### src/rtl/fp_mul_seq.sv
// FP32 multiply stage of the MAC: shift-add mantissa product,
// one partial product per cycle, truncating, denormals flushed.
module fp_mul_seq (
  input  logic        clk,
  input  logic        rst_n,
  input  logic        start,
  input  logic [31:0] a,
  input  logic [31:0] b,
  output logic [31:0] product,
  output logic        valid,
  output logic        busy
);

  localparam logic [1:0] IDLE = 2'd0;
  localparam logic [1:0] MUL  = 2'd1;
  localparam logic [1:0] NORM = 2'd2;

  localparam logic [1:0] SP_NONE = 2'd0;
  localparam logic [1:0] SP_NAN  = 2'd1;
  localparam logic [1:0] SP_INF  = 2'd2;
  localparam logic [1:0] SP_ZERO = 2'd3;

  localparam logic [31:0] QNAN = 32'h7FC0_0000;

  logic [1:0]  state;
  logic        sign;
  logic [9:0]  exp_tmp;
  logic [23:0] ma;
  logic [23:0] mb;
  logic [47:0] acc;
  logic [4:0]  cnt;
  logic [1:0]  spec;

  logic a_max, a_min, a_fz;
  logic b_max, b_min, b_fz;
  logic a_nan, a_inf, b_nan, b_inf;
  logic [1:0]  spec_in;
  logic [9:0]  exp_in;
  logic [47:0] pp;
  logic [9:0]  exp_n;
  logic [22:0] frac_n;
  logic [31:0] res;

  assign a_max = &a[30:23];
  assign a_min = ~|a[30:23];
  assign a_fz  = ~|a[22:0];
  assign b_max = &b[30:23];
  assign b_min = ~|b[30:23];
  assign b_fz  = ~|b[22:0];

  assign a_nan = a_max & ~a_fz;
  assign a_inf = a_max & a_fz;
  assign b_nan = b_max & ~b_fz;
  assign b_inf = b_max & b_fz;

  // zero exponent counts as zero: denormal inputs are flushed
  always_comb begin
    spec_in = SP_NONE;
    if (a_nan | b_nan | (a_inf & b_min) | (b_inf & a_min))
      spec_in = SP_NAN;
    else if (a_inf | b_inf)
      spec_in = SP_INF;
    else if (a_min | b_min)
      spec_in = SP_ZERO;
  end

  assign exp_in = {2'b00, a[30:23]}
                + {2'b00, b[30:23]}
                - 10'd127;

  assign pp = mb[cnt] ? ({24'd0, ma} << cnt) : 48'd0;

  assign exp_n  = acc[47] ? exp_tmp + 10'd1 : exp_tmp;
  assign frac_n = acc[47] ? acc[46:24] : acc[45:23];

  always_comb begin
    res = {sign, exp_n[7:0], frac_n};
    if ($signed(exp_n) >= $signed(10'sd255))
      res = {sign, 8'hFF, 23'd0};
    else if ($signed(exp_n) <= $signed(10'sd0))
      res = {sign, 31'd0};
    if (spec == SP_NAN)
      res = QNAN;
    else if (spec == SP_INF)
      res = {sign, 8'hFF, 23'd0};
    else if (spec == SP_ZERO)
      res = {sign, 31'd0};
  end

  assign busy = (state != IDLE);

  always_ff @(posedge clk or negedge rst_n) begin
    if (!rst_n) begin
      state   <= IDLE;
      sign    <= 1'b0;
      exp_tmp <= 10'd0;
      ma      <= 24'd0;
      mb      <= 24'd0;
      acc     <= 48'd0;
      cnt     <= 5'd0;
      spec    <= SP_NONE;
      product <= 32'd0;
      valid   <= 1'b0;
    end else begin
      valid <= 1'b0;
      unique case (state)
        IDLE: begin
          if (start) begin
            sign    <= a[31] ^ b[31];
            exp_tmp <= exp_in;
            ma      <= {1'b1, a[22:0]};
            mb      <= {1'b1, b[22:0]};
            acc     <= 48'd0;
            cnt     <= 5'd0;
            spec    <= spec_in;
            state   <= MUL;
          end
        end
        MUL: begin
          acc <= acc + pp;
          cnt <= cnt + 5'd1;
          if (cnt == 5'd23)
            state <= NORM;
        end
        NORM: begin
          product <= res;
          valid   <= 1'b1;
          state   <= IDLE;
        end
        default: state <= IDLE;
      endcase
    end
  end

endmodule

### config.mk
export PLATFORM = sky130hd
export DESIGN_NAME = fp_mul_seq
export DESIGN_NICKNAME = d
export VERILOG_FILES = /design/src/rtl/fp_mul_seq.sv
export SDC_FILE = /design/constraint.sdc
export NUM_CORES = 1
export LEC_CHECK = 0
export ABC_AREA = 0
export ABC_CLOCK_PERIOD_IN_PS = 6000
export CAP_MARGIN = 20
export CORE_MARGIN = 3
export CORE_UTILIZATION = 59
export CTS_CLUSTER_SIZE = 20
export DETAILED_ROUTE_END_ITERATION = 6
export PLACE_DENSITY_LB_ADDON = 0.08
export SLEW_MARGIN = 20
export SYNTH_ARGS = -nofsm -noshare
export SYNTH_HDL_FRONTEND = slang
export SYNTH_SLANG_ARGS = --single-unit
### constraint.sdc
create_clock -name clk -period 6 [get_ports clk]
set_input_delay 1.2 -clock clk [delete_from_list [all_inputs] [get_ports clk]]
set_output_delay 1.2 -clock clk [all_outputs]
set_load 0.02 [all_outputs]
=== Word level (Yosys, flattened, before mapping) ===
Cells that the tools add are included.

* Add/subtract/negate cells: 5
* Magnitude comparators: 3
* Equality and inequality tests: 8
* Shift operators: 1
* Multiplexer cells: 21
* Bitwise logic cells: 12
* Reduce and logical (&&, ||, !) cells: 16

{| class="wikitable"
|+ Operators with widths
! kind !! number
|-
| $mux W31 || 4
|-
| $mux W48 || 2
|-
| $pmux W48 S2 || 1
|-
| $add A48 B48 Y48 || 1
|-
| $shl A24 B5 Y48 || 1
|-
| $reduce_or A23 Y1 || 2
|-
| $mux W32 || 1
|-
| $mux W23 || 1
|-
| $reduce_and A8 Y1 || 2
|-
| $reduce_or A8 Y1 || 2
|-
| $add A10 B1 Y10 const B || 1
|-
| $ge A10 B9 Y1 const B || 1
|-
| $le A10 B1 Y1 const B || 1
|-
| $mux W10 || 1
|-
| $mux W2 || 5
|-
| $pmux W5 S2 || 1
|-
| $sub A9 B7 Y10 const B || 1
|-
| $add A8 B8 Y9 || 1
|-
| $and A1 B1 Y1 || 6
|-
| $eq A2 B2 Y1 const B || 3
|-
| $lt A5 B6 Y1 const B || 1
|-
| $reduce_and A2 Y1 || 3
|-
| $add A5 B1 Y5 const B || 1
|-
| $bmux W1 S5 || 1
|-
| 11 further kinds || 22
|}

* Register bits after elaboration: 149
* Output and inout port bits: 34

=== Logic depth before layout (Yosys ltp) ===
* Word-level depth: 8
* Gate-level depth with buffers: 22

=== Least setup slack after synthesis ===
No wires, ideal clock.

* Path type: reg-to-reg
* Start: register cnt[0]
* End: register acc[47]
* Arrival time: 4.109 ns
* Data required time: 5.917 ns
* Slack: 1.808 ns
* Cell stages (with the launch flop): 18
* Cell sequence: dfrtp_1 -> buf_4 -> mux4_2 -> mux4_2 -> nand2_1 -> and2_1 -> buf_2 -> buf_2 -> a211oi_1 -> ha_1 -> buf_2 -> nand4_1 -> or3_1 -> or3_4 -> o21ai_4 -> a21oi_2 -> o32ai_1 -> mux2i_1

* Cells in the longest elaborated chain, start to end: 5

{| class="wikitable"
|+ RTL lines
! element !! line !! source
|-
| start, declared || 31 || <nowiki>logic [4:0] cnt;</nowiki>
|-
| start signal, assigned || 121 || <nowiki>cnt <= cnt + 5'd1;</nowiki>
|-
| $bmux W1 S5 || 71 || <nowiki>assign pp = mb[cnt] ? ({24'd0, ma} << cnt) : 48'd0;</nowiki>
|-
| $mux W1 (implied by the code) || 71 ||
|-
| $mux W48 (*) || 71 ||
|-
| $add A48 B48 Y48 (*) || 120 || <nowiki>acc <= acc + pp;</nowiki>
|-
| $pmux W48 S2 (*) || 106 || <nowiki>unique case (state)</nowiki>
|-
| end signal, assigned || 120 ||
|-
| end, declared || 30 || <nowiki>logic [47:0] acc;</nowiki>
|}

Every way passes the cells marked *; elsewhere a longest branch is shown, timed or not. The select of a mux whose other input is x is not followed.
A chain may end at the register's enable or synchronous reset.

=== Worst setup path after layout ===
* Start: register cnt[0]
* End: register acc[42]

The elaborated chain is that of the path after synthesis.

==> run metrics <==
outcome finished clean; worst path arrival time 5.61 ns; PostCTS Resize Cnt 0; Die Y 143 um; crit path kind flop to flop; initial detailed-routing violation count 759; TritonCTS clock tree built; total CTS buffers 17; Post-synth EDFFs 0; Worst slew margin 26.2%; DR vias/cell 5.98; peak supply drop 466 uV; final net count 1532; WP data required 6.30 ns; # rows 49; Clock Skew 0.00967 ns; GR Util All Layers just under 30%; RR Startpoint cnt[0]$_DFFE_PN0P_; fin crit period 5.32 ns; Placer Congestion 0.945; Pleak 5.64 nW; starting density of the core between 60 and 70%; CP max-delay cell and2_1; input/output buffers 100; synthesized area per cell 8.24 sq um; share of cells above drive strength 1 7.72%; source of the critical timing path cnt[0]$_DFFE_PN0P_; family with the most delay on the worst path simple AND/OR/NAND/NOR gates; Routed WL about 29000 um; Remaining DRCs 0; first-pass GRT wire length 47800 um; die width 143 um; post-place instance area roughly 12000 sq um; reg-to-reg slack, setup about 0.7 ns; post-cts hold buffer count 0; number of I/O pins between 100 and 150; final hold vios 0; setup violators final 0; htree depth 4; core footprint 18200 sq um; synthesized cell area approximately 11000 sq um; initial antenna violation count 0; Post-Syn Nets 1477; RSZ-0062 raised after global routing no; CP Launch Type flop; Reg clk slew, reported paths 0.07 ns; DIE AREA 20400 sq um; largest stage delay on the critical path between 0.7 and 0.8 ns; Layout area overhead 15.1%; clock sinks between 100 and 150; Min-Delay Path Class flop to flop; period utilization 88.6%; HP Start mb[11]$_DFFE_PN0P_; number of global-route vias before repair a little over 9k; CTS Root Cell clkbuf_16; Layout Cells excl Fill around 1.6k; WP buf/inv 1; Slew Viols, Final 0; Sequential Area 3700 sq um; Max Cap Viol 0; Fillers 1514; fmax between 0.15 and 0.2 GHz; post-route setup TNS 0 ns; yosys warns 0; post-route cell area 12700 sq um; antenna cells 0; Netlist cell types 73; Yosys reg bits 148; TritonRoute pass-1 iters 5; cells along the critical path buf_4, mux4_2, mux2_2, nand2_1, and2_1, nor2_1, ha_1, and3_1, and2_1, a221oi_1, nor2_1, a211oi_1, o21ai_1, a31oi_1, xor2_1, o21ai_1; area occupied by multi-input gates 6930 sq um; ys async rst share 100%; PwrDens 605 nW/um^2; GR Overflow Total 0; post-route ant nets 0; Slew @ Worst Pin about 1.1 ns; CTS max path bufs 2; WL/cell 17.7 um; post-synthesis cell count 1344; Crit Path Max Fanout 34; Placed Instances 1609; post-synthesis sequential area ratio 33.5%; Post-CTS Setup Bufs 0; Clock Latency Late Sink 0.43 ns; Worst setup EP type flop; pin count of the biggest net entering global routing 101; ys flop type dfrtp_1; DP HPWL about 22000 um; Vias approximately 9.8k
-- flip-flops by register name (all words and copies together), names as in the netlist, 2 cells and up --
signal,cells
acc,48
cnt,5
exp_tmp,10
ma,24
mb,23
product,32
spec,2
state,2
-- path summary, 6_finish.rpt --
check | end | depth (start not counted)
worst max-delay path | acc[42]$_DFFE_PN0P_ | 16
worst min-delay path | mb[11]$_DFFE_PN0P_ | 2
worst max register to register | acc[42]$_DFFE_PN0P_ | 16
worst min register to register | mb[11]$_DFFE_PN0P_ | 2
max in group asynchronous | acc[5]$_DFFE_PN0P_ | 2
min in group asynchronous | exp_tmp[9]$_DFFE_PN0P_ | 1
-- area by class of cell --
class	instances	share of cell area, %
multi-input combinational	1093	54.4
inverter	23	0.678
timing repair buffer	116	8.81
tap	229	2.25
sequential	148	29.1
clock inverter	15	1.43
clock buffer	17	3.34
-- through the flow --
stage	power [mW]	setup WS, ns	utilization (%)	hold WS (ns)
detailed placement	6.51	0.763	66.6	0.462
global placement	6.46	0.899	66.6	0.453
floorplan	5.37	1.81	-	0.440
global route	8.34	0.248	70.0	0.501
finish	7.70	0.685	70.0	0.471
CTS	7.65	0.723	69.9	0.479
-- synthesized netlist by cell type, types with 9 or more instances --
cell,n,area (sq um)
nor2b_1,14,87.6
a21oi_1,76,380
dfrtp_1,148,3700
o21ai_0,104,521
ha_1,64,801
mux4_2,17,383
a21o_1,30,225
nand2b_1,9,56.3
a31oi_1,14,87.6
mux2i_1,55,551
xnor2_1,30,263
inv_1,20,75.1
xor2_1,25,219
nor4_1,16,100
nand4_1,19,119
mux2_2,16,180
and3_1,12,75.1
clkbuf_1,47,176
nor3_1,11,55.1
nand2_1,295,1110
and2_1,10,62.6
nor2_1,103,387
a211oi_1,13,97.6
nand3_1,43,215
o21ai_1,25,125
buf_2,21,105
-- power by group --
part / switching (mW) / internal (mW) / total, mW
Combinational: 2.86 / 1.92 / 4.78
Clock: 0.482 / 0.630 / 1.11
Sequential: 0.402 / 1.41 / 1.81
-- kinds of logic after synthesis --
family	share of synthesized area (%)
and+or+nand+nor	21.8
muxes	10.1
AOI/OAI and AO/OA	18.4
adders and majority gates	7.60
buffers and inverters	4.04
xor gates and xnor gates	4.65
DFF	33.5
-- worst register-to-register path, stage by stage (launching register included) --
cell      delay (ns)
dfrtp_1         0.59
buf_4           0.47
mux4_2          0.55
mux2_2          0.27
nand2_1         0.23
and2_1          0.71
nor2_1          0.13
ha_1            0.42
and3_1          0.27
and2_1          0.20
a221oi_1        0.33
nor2_1          0.07
a211oi_1        0.23
o21ai_1         0.14
a31oi_1         0.34
xor2_1          0.17
o21ai_1         0.07
-- per-layer routing --
layer  vias to the layer above  GRT usage (%)  part of all wire [%]
met5                         -              0                     0
met4                         0           7.10                   1.7
met3                        36           4.15                   5.0
met2                       284           46.0                    46
met1                      4614           42.5                    47
li1                       4887              -                     -
-- cell usage in the layout (no fill, tap or decap), types with 5 or more instances in the layout --
master | synthesis | layout
nor3_1 | 11 | 11
o21ai_0 | 104 | 104
inv_1 | 20 | 20
nor4_1 | 16 | 16
o22ai_1 | 6 | 6
mux4_2 | 17 | 17
dfrtp_1 | 148 | 148
and2_1 | 10 | 9
nand2b_1 | 9 | 7
nor2_1 | 103 | 103
xor2_1 | 25 | 25
o21bai_1 | 7 | 7
nand4_1 | 19 | 19
a211oi_1 | 13 | 13
nand2_1 | 295 | 294
nand3_1 | 43 | 43
a21oi_1 | 76 | 76
a22oi_1 | 7 | 7
a21o_1 | 30 | 30
clkdlybuf4s50_1 | 0 | 99
mux2i_1 | 55 | 55
buf_4 | 3 | 16
o22a_1 | 5 | 5
o21a_1 | 5 | 5
inv_6 | 0 | 6
nor2b_1 | 14 | 14
o21ai_1 | 25 | 25
xnor2_1 | 30 | 30
ha_1 | 64 | 64
clkbuf_16 | 0 | 17
a31oi_1 | 14 | 14
and3_1 | 12 | 12
mux2_2 | 16 | 16
Power figures use the tool's default switching activity.
